**config.mk**
```make
export PLATFORM = sky130hd
export DESIGN_NAME = cpu_boot_loader
export DESIGN_NICKNAME = d
export VERILOG_FILES = /design/src/rtl/boot_pkg.sv /design/src/rtl/boot_run_timer.sv /design/src/rtl/cpu_boot_loader.sv
export SDC_FILE = /design/constraint.sdc
export NUM_CORES = 1
export LEC_CHECK = 0
export ABC_CLOCK_PERIOD_IN_PS = 4650
export CORE_MARGIN = 1.5
export CORE_UTILIZATION = 25
export DETAILED_ROUTE_END_ITERATION = 6
export PLACE_DENSITY = 0.48
export SYNTH_ARGS = -nofsm -noshare
export SYNTH_HDL_FRONTEND = slang
export SYNTH_SLANG_ARGS = --single-unit
```
**constraint.sdc**
```tcl
create_clock -name clk -period 4.65 [get_ports clk]
set_clock_uncertainty 0.1 [all_clocks]
set_input_delay 0.6975 -clock clk [delete_from_list [all_inputs] [get_ports clk]]
set_output_delay 0.6975 -clock clk [all_outputs]
set_load 0.05 [all_outputs]
```
**src/rtl/boot_pkg.sv**
```systemverilog
// boot_pkg -- shared definitions for the CPU boot loader.
//   boot_state_t : loader/run-supervisor state encoding.
//   FIELD_*      : word positions inside a frame (ADDR, LEN, then data).
//   CKSUM_OK     : true when a frame's running word sum is zero.
package boot_pkg;

   typedef enum logic [2:0] {
      RX_ADDR,
      RX_LEN,
      RX_DATA,
      RX_CKSUM,
      RUN,
      DONE,
      ERROR
   } boot_state_t;

   // Frame layout: ADDR, LEN, LEN data words, CKSUM.
   localparam int FIELD_ADDR = 0;
   localparam int FIELD_LEN  = 1;
   localparam int FIELD_DATA = 2;

   // Widest stream word the checksum helper handles.
   localparam int CKSUM_W = 64;

   // The caller passes the mod-2^DATA_W sum of every frame word including
   // CKSUM, zero-extended; a good frame sums to zero.
   function automatic logic CKSUM_OK(input logic [CKSUM_W-1:0] frame_sum);
      return frame_sum == '0;
   endfunction

endpackage

```
**src/rtl/boot_run_timer.sv**
```systemverilog
// boot_run_timer -- counts cycles spent in RUN and flags the timeout cycle.
// Ports:
//   clk, rstn   : clock, synchronous active-low reset.
//   enable      : high on every RUN cycle; the count advances on each.
//   clear       : zeroes the count (restart from DONE/ERROR).
//   max_cycles  : timeout limit, 0 disables the timeout.
//   count       : cycles counted so far (registered).
//   expired     : high in the RUN cycle whose edge takes count to max_cycles.
module boot_run_timer #(
   parameter int CYC_W = 16
) (
   input  logic             clk,
   input  logic             rstn,
   input  logic             enable,
   input  logic             clear,
   input  logic [CYC_W-1:0] max_cycles,
   output logic [CYC_W-1:0] count,
   output logic             expired
);

   logic [CYC_W-1:0] count_reg;

   always_ff @(posedge clk) begin
      if (!rstn || clear) begin
         count_reg <= '0;
      end else if (enable) begin
         count_reg <= count_reg + CYC_W'(1);
      end
   end

   assign count = count_reg;

   // Compare against max-1 so that the exit edge both leaves RUN and
   // brings the count to exactly max_cycles.
   assign expired = enable && (max_cycles != '0) &&
                    (count_reg == max_cycles - CYC_W'(1));

endmodule

```
**src/rtl/cpu_boot_loader.sv**
```systemverilog
// cpu_boot_loader -- loads framed program segments into CPU memory over a
// valid/ready word stream, then releases the core and supervises its run.
// Ports:
//   clk, rstn           : clock, synchronous active-low reset.
//   s_valid/s_data/s_ready : input word stream (transfer on valid & ready).
//   mem_we/mem_addr/mem_wdata : CPU memory write port, one write per data beat.
//   cpu_rstn, boot_pc   : core reset (low while loading/ERROR) and start PC.
//   cpu_halt, max_cycles: halt report from the core, run timeout (0 = off).
//   restart             : return to load mode from DONE or ERROR.
//   busy, done, err_cksum, err_timeout, seg_count, cycle_count : status.
// All outputs are registered.
module cpu_boot_loader
   import boot_pkg::*;
#(
   parameter int DATA_W = 8,
   parameter int ADDR_W = 8,
   parameter int CYC_W  = 16
) (
   input  logic              clk,
   input  logic              rstn,
   input  logic              s_valid,
   input  logic [DATA_W-1:0] s_data,
   output logic              s_ready,
   output logic              mem_we,
   output logic [ADDR_W-1:0] mem_addr,
   output logic [DATA_W-1:0] mem_wdata,
   output logic              cpu_rstn,
   output logic [ADDR_W-1:0] boot_pc,
   input  logic              cpu_halt,
   input  logic [CYC_W-1:0]  max_cycles,
   input  logic              restart,
   output logic              busy,
   output logic              done,
   output logic              err_cksum,
   output logic              err_timeout,
   output logic [7:0]        seg_count,
   output logic [CYC_W-1:0]  cycle_count
);

   boot_state_t       state_reg, state_next;
   logic [ADDR_W-1:0] addr_reg, addr_next;     // next memory write address
   logic [ADDR_W-1:0] start_reg, start_next;   // ADDR field of current frame
   logic [DATA_W-1:0] left_reg, left_next;     // data words still expected
   logic [DATA_W-1:0] sum_reg, sum_next;       // running frame sum
   logic              term_reg, term_next;     // current frame has LEN = 0
   logic              mem_we_reg, mem_we_next;
   logic [ADDR_W-1:0] mem_addr_reg, mem_addr_next;
   logic [DATA_W-1:0] mem_wdata_reg, mem_wdata_next;
   logic [ADDR_W-1:0] boot_pc_reg, boot_pc_next;
   logic              err_cksum_reg, err_cksum_next;
   logic              err_timeout_reg, err_timeout_next;
   logic [7:0]        seg_count_reg, seg_count_next;
   logic              s_ready_reg, s_ready_next;
   logic              cpu_rstn_reg, cpu_rstn_next;
   logic              busy_reg, busy_next;
   logic              done_reg, done_next;

   logic              beat;
   logic              restart_take;
   logic              timer_expired;
   logic [DATA_W-1:0] frame_sum;

   assign beat      = s_valid && s_ready_reg;
   assign frame_sum = sum_reg + s_data;

   boot_run_timer #(.CYC_W(CYC_W)) u_timer (
      .clk        (clk),
      .rstn       (rstn),
      .enable     (state_reg == RUN),
      .clear      (restart_take),
      .max_cycles (max_cycles),
      .count      (cycle_count),
      .expired    (timer_expired)
   );

   assign restart_take = restart && ((state_reg == DONE) || (state_reg == ERROR));

   always_ff @(posedge clk) begin
      if (!rstn) begin
         state_reg       <= RX_ADDR;
         addr_reg        <= '0;
         start_reg       <= '0;
         left_reg        <= '0;
         sum_reg         <= '0;
         term_reg        <= 1'b0;
         mem_we_reg      <= 1'b0;
         mem_addr_reg    <= '0;
         mem_wdata_reg   <= '0;
         boot_pc_reg     <= '0;
         err_cksum_reg   <= 1'b0;
         err_timeout_reg <= 1'b0;
         seg_count_reg   <= '0;
         s_ready_reg     <= 1'b1;
         cpu_rstn_reg    <= 1'b0;
         busy_reg        <= 1'b1;
         done_reg        <= 1'b0;
      end else begin
         state_reg       <= state_next;
         addr_reg        <= addr_next;
         start_reg       <= start_next;
         left_reg        <= left_next;
         sum_reg         <= sum_next;
         term_reg        <= term_next;
         mem_we_reg      <= mem_we_next;
         mem_addr_reg    <= mem_addr_next;
         mem_wdata_reg   <= mem_wdata_next;
         boot_pc_reg     <= boot_pc_next;
         err_cksum_reg   <= err_cksum_next;
         err_timeout_reg <= err_timeout_next;
         seg_count_reg   <= seg_count_next;
         s_ready_reg     <= s_ready_next;
         cpu_rstn_reg    <= cpu_rstn_next;
         busy_reg        <= busy_next;
         done_reg        <= done_next;
      end
   end

   always_comb begin
      state_next       = state_reg;
      addr_next        = addr_reg;
      start_next       = start_reg;
      left_next        = left_reg;
      sum_next         = sum_reg;
      term_next        = term_reg;
      mem_we_next      = 1'b0;
      mem_addr_next    = mem_addr_reg;
      mem_wdata_next   = mem_wdata_reg;
      boot_pc_next     = boot_pc_reg;
      err_cksum_next   = err_cksum_reg;
      err_timeout_next = err_timeout_reg;
      seg_count_next   = seg_count_reg;

      case (state_reg)
         RX_ADDR: begin
            if (beat) begin
               start_next = s_data[ADDR_W-1:0];
               addr_next  = s_data[ADDR_W-1:0];
               sum_next   = s_data;
               state_next = RX_LEN;
            end
         end
         RX_LEN: begin
            if (beat) begin
               left_next  = s_data;
               sum_next   = frame_sum;
               term_next  = (s_data == '0);
               state_next = (s_data == '0) ? RX_CKSUM : RX_DATA;
            end
         end
         RX_DATA: begin
            if (beat) begin
               // Memory is written immediately; a bad checksum later only
               // withholds the CPU release, it does not undo writes.
               mem_we_next    = 1'b1;
               mem_addr_next  = addr_reg;
               mem_wdata_next = s_data;
               addr_next      = addr_reg + ADDR_W'(1);
               left_next      = left_reg - DATA_W'(1);
               sum_next       = frame_sum;
               if (left_reg == DATA_W'(1)) begin
                  state_next = RX_CKSUM;
               end
            end
         end
         RX_CKSUM: begin
            if (beat) begin
               if (!CKSUM_OK(CKSUM_W'(frame_sum))) begin
                  err_cksum_next = 1'b1;
                  state_next     = ERROR;
               end else if (term_reg) begin
                  boot_pc_next = start_reg;
                  state_next   = RUN;
               end else begin
                  if (seg_count_reg != 8'hFF) begin
                     seg_count_next = seg_count_reg + 8'd1;
                  end
                  state_next = RX_ADDR;
               end
            end
         end
         RUN: begin
            // Halt takes priority over a coincident timeout.
            if (cpu_halt) begin
               state_next = DONE;
            end else if (timer_expired) begin
               err_timeout_next = 1'b1;
               state_next       = ERROR;
            end
         end
         DONE, ERROR: begin
            if (restart) begin
               err_cksum_next   = 1'b0;
               err_timeout_next = 1'b0;
               seg_count_next   = '0;
               state_next       = RX_ADDR;
            end
         end
         default: begin
            state_next = RX_ADDR;
         end
      endcase

      // Status outputs are registered from the next state so they line up
      // with the state they describe.
      s_ready_next  = (state_next == RX_ADDR) || (state_next == RX_LEN) ||
                      (state_next == RX_DATA) || (state_next == RX_CKSUM);
      cpu_rstn_next = (state_next == RUN) || (state_next == DONE);
      busy_next     = (state_next != DONE) && (state_next != ERROR);
      done_next     = (state_next == DONE);
   end

   assign s_ready     = s_ready_reg;
   assign mem_we      = mem_we_reg;
   assign mem_addr    = mem_addr_reg;
   assign mem_wdata   = mem_wdata_reg;
   assign cpu_rstn    = cpu_rstn_reg;
   assign boot_pc     = boot_pc_reg;
   assign busy        = busy_reg;
   assign done        = done_reg;
   assign err_cksum   = err_cksum_reg;
   assign err_timeout = err_timeout_reg;
   assign seg_count   = seg_count_reg;

endmodule

```
# Yosys cells after proc, flatten, opt, wreduce, memory -nomap -nowiden
# Cells that the tools add are included.
# op_classes
add_sub_neg	6
n_eq_ne	28
n_mux	33
reduce_logical	35
# op_table
cell	n
$mux W8	9
$pmux W8 S2	4
$mux W3	10
$ne A2 B2 Y1 const B	11
$pmux W3 S6	1
$add A16 B1 Y16 const B	1
$add A8 B1 Y8 const B	2
$eq A16 B16 Y1	1
$logic_not A8 Y1	2
$reduce_bool A16 Y1	1
$sub A16 B1 Y16 const B	1
$eq A3 B3 Y1 const B	5
$eq A3 B2 Y1 const B	4
$reduce_and A4 Y1	3
$reduce_bool A2 Y1	5
$reduce_and A3 Y1	3
$add A8 B8 Y8	1
$eq A8 B1 Y1 const B	1
$ne A8 B8 Y1 const B	1
$reduce_and A2 Y1	4
$sub A8 B1 Y8 const B	1
$mux W1	7
$eq A3 B1 Y1 const B	2
$logic_not A3 Y1	2
8 further kinds	20
# totals
reg_bits	91
input_bits	29
output_inout_bits	55
wordCells	120

# Logic depth before layout (Yosys ltp)
# logic_depth
depth_word	10
ltp_mapped	11
depth_no_buf	10

# By module
# From an unflattened synthesis, not the netlist that was laid out.
# unflattened
cells_unflattened	654
area_unflattened_um2	5272.6
# by_module_without_submodules
module	n_inst	cells_each	area_per_inst_um2	seq_area_each_um2
cpu_boot_loader	1	492	3988.8	1501.4
boot_run_timer	1	162	1283.7	320.3

# Least setup slack after synthesis
# OpenSTA, ideal clock, no wires.
# synth_path
kind	input to register
start	input port s_data[0]
end	register seg_count_reg[4] (netlist: seg_count[4])
setup_ps	70
arrival_time_ps	3256
t_required_ps	4480
slack_ps	1223
stages	11
path_buffers	1
cell_sequence	ha_1 -> inv_1 -> fa_1 -> nand2b_1 -> a21oi_1 -> o211ai_1 -> or4_1 -> buf_4 -> o31a_4 -> or4_1 -> a21oi_1
# synth_between
elab_chain_cells	4
# synth_rtl
item	line_no	rtl
start: declaration	cpu_boot_loader.sv:22	input logic [DATA_W-1:0] s_data,
$add A8 B8 Y8	cpu_boot_loader.sv:64	assign frame_sum = sum_reg + s_data;
$logic_not A8 Y1	boot_pkg.sv:28	return frame_sum == '0;
$ne A2 B2 Y1 (no line)	n/a	
$reduce_and A6 Y1 (no line)	n/a	
end signal: assignment	cpu_boot_loader.sv:110	seg_count_reg <= seg_count_next;
end: declaration	cpu_boot_loader.sv:52	logic [7:0] seg_count_reg, seg_count_next;
# Every way passes these cells.
# A chain may end at the register's enable or synchronous reset.

# Worst setup path after layout
# layout_path
start	input port s_data[0]
end	register seg_count_reg[6] (netlist: seg_count[6])
# The elaborated chain is that of the path after synthesis.

==> flow_summary.rst <==
.. list-table::
   :header-rows: 1

   * - Metric
     - Value
   * - Sequential share of power
     - 43.4%
   * - Initial Util
     - 25.8%
   * - Clock share of power
     - between 40 and 50%
   * - Reg2reg start
     - sum_reg[0]
   * - Fill cells
     - 2114
   * - Clock root buffer master
     - sky130_fd_sc_hd__clkbuf_16
   * - Routed WL per cell
     - 15.4 um
   * - Combined flip-flop and latch cell area
     - 1820 um^2
   * - CTS tree
     - yes
   * - Maximum level of the CTS H-tree
     - 3
   * - Switching share of total power
     - between 20 and 30%
   * - Diodes inserted
     - 0
   * - Gate count of the mapped netlist
     - 640
   * - Most common cell after layout, fill and taps aside
     - sky130_fd_sc_hd__nand2_1
   * - Largest cells by area after synthesis
     - sky130_fd_sc_hd__dfxtp_1, sky130_fd_sc_hd__nand2_1, sky130_fd_sc_hd__nor2_1
   * - IR drop worst, VDD
     - approximately 0.18 mV
   * - Result of the run
     - complete, no violations
   * - Share of the synthesized area in the top cell type
     - between 30% and 40%
   * - Number of routed nets with antenna violations
     - 0
   * - Count of vias placed by the detailed router
     - 4902
   * - Number of synthesized register bits
     - 91
   * - First-pass detailed-route iteration total
     - 5
   * - Standard-cell rows
     - about 50
   * - Die footprint
     - 21100 um^2
   * - Period Utilization, post-route
     - 84.9%
   * - Cell leakage power
     - 2.28 nW
   * - Cell Int Power
     - 1.38 mW
   * - Setup-violating endpoint count in the final report
     - 0
   * - Worst reg2reg endpoint
     - seg_count[6]
   * - Clock input transition at the sequential cells of the worst setup and hold paths
     - around 0.070 ns
   * - Layout cells sized above 1
     - about 5.3%
   * - Final routed wirelength across all metal layers
     - 15200 um
   * - Net switching power
     - 0.540 mW
   * - Post-synth ARST share
     - 0%
   * - Area growth, synth to finish
     - 28.6%
   * - CP required
     - roughly 4.8 ns
   * - Area of the multi-input gates
     - ~3100 um^2
   * - Transition time of the tightest slew-check pin
     - 1.26 ns
   * - Placed wire-length estimate
     - ~11000 um
   * - Yosys Warn Count
     - 0
   * - MaxCap Viol Count
     - 0
   * - Biggest fanout along the worst timing path
     - 10
   * - Via count of the first global-routing pass
     - 4736
   * - Congestion Overflow GR
     - 0
   * - Die height
     - 145 um
   * - Final-report max-slew violation count
     - 0
   * - Post-CTS setup buffer count
     - 0
   * - Post-route non-filler standard cell count
     - between 900 and 1000
   * - Largest net degree at the start of global routing
     - 47
   * - Reg-to-reg slack, setup
     - 1.24 ns
   * - Most frequent cells in the layout
     - sky130_fd_sc_hd__nand2_1, sky130_fd_sc_hd__dfxtp_1, sky130_fd_sc_hd__clkdlybuf4s50_1
   * - Worst setup path category
     - in2reg
   * - First-pass GRT wire length
     - 25000 um
   * - Max reg flops
     - 16
   * - DIE WIDTH
     - 145 um
   * - Final number of hold-violating endpoints
     - 0
   * - Arrival time at the worst endpoint
     - 4.12 ns
   * - Mean cell area of the mapped netlist
     - 7.91 um^2
   * - Part of the Yosys area used for sequential elements
     - between 30% and 40%
   * - DRC violation count after routing
     - 0
   * - Combinational Power Share
     - 16.5%
   * - Core Region
     - 19700 um^2
   * - Inserted Clock Buffers
     - 9
   * - Class of the most critical hold timing path
     - reg2reg
   * - Total instance count after detailed placement
     - 971
   * - Max Root-Sink Buffers
     - 2
   * - Final Critical Period
     - 3.95 ns
   * - Initial antenna violation count
     - 0
   * - Number of flops mapped to enable cells by yosys
     - 0
   * - Hold-fix buffers, CTS
     - 0
   * - Launching element type of the critical path
     - primary input
   * - Launch instance of the worst min-delay path
     - mem_wdata[7]
   * - Count of different cell masters after synthesis
     - 62
   * - Last weighted congestion value of the routability-driven placer
     - 0.853
   * - Source-to-sink clock delay at the later pin of the worst-skew pair
     - 0.35 ns
   * - WHS Path Cells
     - 2
   * - Top flip-flop cell by instance count after synthesis
     - sky130_fd_sc_hd__dfxtp_1
   * - DR iter-0 viols
     - 349
   * - Maximum operating frequency
     - ~250 MHz
   * - Largest area contributor in the netlist
     - sky130_fd_sc_hd__dfxtp_1
   * - I/O pin count
     - 84
   * - Total track usage
     - about 15%
   * - Kind of end point of the critical path
     - flop
   * - Post-synth design cell area
     - 5060 um^2
   * - Synth Net Count
     - 683
   * - Max transition margin
     - 16.0%
   * - Number of cells on the worst reg-to-reg path
     - 10
   * - Port buffer count
     - between 80 and 90
   * - Final setup TNS
     - 0 ns
   * - Via density per instance
     - just under 5
   * - Post-layout nets
     - 760
   * - Destination of the worst hold path
     - mem_wdata[7]
   * - Final cell utilization of the core
     - 33.1%
   * - Cell Pwr Density
     - 295 nW/um^2
   * - # clock sinks
     - 91
   * - Resized Gates After CTS
     - 0
   * - Setup repair after global routing missed its margin
     - no
## synth_stat cells, types with 5 or more instances
cell / n
sky130_fd_sc_hd__o21ai_0: 41
sky130_fd_sc_hd__or3_1: 7
sky130_fd_sc_hd__nand2b_1: 5
sky130_fd_sc_hd__clkbuf_1: 25
sky130_fd_sc_hd__a31oi_1: 7
sky130_fd_sc_hd__xnor2_1: 12
sky130_fd_sc_hd__nor2b_1: 20
sky130_fd_sc_hd__a21oi_1: 42
sky130_fd_sc_hd__dfxtp_1: 91
sky130_fd_sc_hd__inv_1: 18
sky130_fd_sc_hd__xor2_1: 22
sky130_fd_sc_hd__nand4_1: 7
sky130_fd_sc_hd__and3_1: 8
sky130_fd_sc_hd__nor3_1: 12
sky130_fd_sc_hd__a21boi_0: 22
sky130_fd_sc_hd__or4_1: 9
sky130_fd_sc_hd__nor2_1: 64
sky130_fd_sc_hd__and2_1: 5
sky130_fd_sc_hd__mux2i_1: 17
sky130_fd_sc_hd__nor3b_1: 7
sky130_fd_sc_hd__nand2_1: 97
sky130_fd_sc_hd__a311oi_1: 6
sky130_fd_sc_hd__nand3_1: 19
sky130_fd_sc_hd__ha_1: 13
sky130_fd_sc_hd__o31ai_1: 6
## cell families (layout without fill, tap and decap cells)
| group | count (synthesis) | after routing | synth area share [%] |
|---|---|---|---|
| xor gates and xnor gates | 35 | 35 | 6.32 |
| adders and majority gates | 14 | 14 | 3.61 |
| buffers and inverters | 47 | 129 | 3.56 |
| and+or+nand+nor | 274 | 274 | 26.2 |
| DFF | 91 | 91 | 36.0 |
| AOI/OAI and AO/OA | 162 | 162 | 21.0 |
| muxes | 17 | 17 | 3.36 |
## cell type report
cell class / instances / area share [%]
Clock buffer: 12 / 3.94
Clock inverter: 4 / 0.864
Inverter: 19 / 1.09
Multi-Input combinational cell: 502 / 47.0
Sequential cell: 91 / 28.0
Tap cell: 265 / 5.09
Timing Repair Buffer: 94 / 14.0
## routing by layer
layer / vias to the layer above / global-route usage, % / share of wire (%)
li1: 2421 / - / -
met1: 2307 / 19.7 / 47
met2: 147 / 22.3 / 44
met3: 27 / 3.70 / 6.2
met4: 0 / 5.56 / 2.1
met5: - / 0 / 0
## power by group through the flow
stage	Sequential (mW)	Combinational (mW)	Clock [mW]
floorplan	0.851	0.203	0
global placement	0.852	0.308	0
detailed placement	0.853	0.314	0
CTS	0.835	0.315	0.802
global route	0.840	0.350	0.831
finish	0.836	0.317	0.772
## metrics by stage
stage                     setup WS (ns)  hold WS [ns]  cell area (um^2)  total power, mW
final                             0.703         0.361              6510             1.92
after global routing              0.512         0.380              6510             2.02
after CTS                         0.737         0.362              6510             1.95
after detailed placement          0.361         0.354              6200             1.17
after global placement            0.375         0.350              6200             1.16
after floorplan                    1.22         0.345              5060             1.05
## worst max-delay path by stage
stage / cells past startpoint / slack (ns) / endpoint / start
floorplan: 11 / 1.22 / seg_count[4] / s_data[0]
global placement: 11 / 0.37 / state_reg[1] / s_data[0]
detailed placement: 11 / 0.36 / seg_count[6] / s_data[0]
CTS: 11 / 0.74 / seg_count[6] / s_data[0]
global route: 11 / 0.51 / seg_count[6] / s_data[0]
finish: 11 / 0.70 / seg_count[6] / s_data[0]
## worst max-delay path, stage by stage
cell                              delay (ns)
sky130_fd_sc_hd__clkdlybuf4s50_1        0.51
sky130_fd_sc_hd__ha_1                   0.20
sky130_fd_sc_hd__inv_1                  0.06
sky130_fd_sc_hd__fa_1                   0.41
sky130_fd_sc_hd__nand2b_1               0.21
sky130_fd_sc_hd__a21oi_1                0.15
sky130_fd_sc_hd__o211ai_1               0.12
sky130_fd_sc_hd__or4_1                  0.75
sky130_fd_sc_hd__o31a_4                 0.45
sky130_fd_sc_hd__or4_1                  0.41
sky130_fd_sc_hd__a21oi_1                0.15
(Power assumes the default switching activity.)
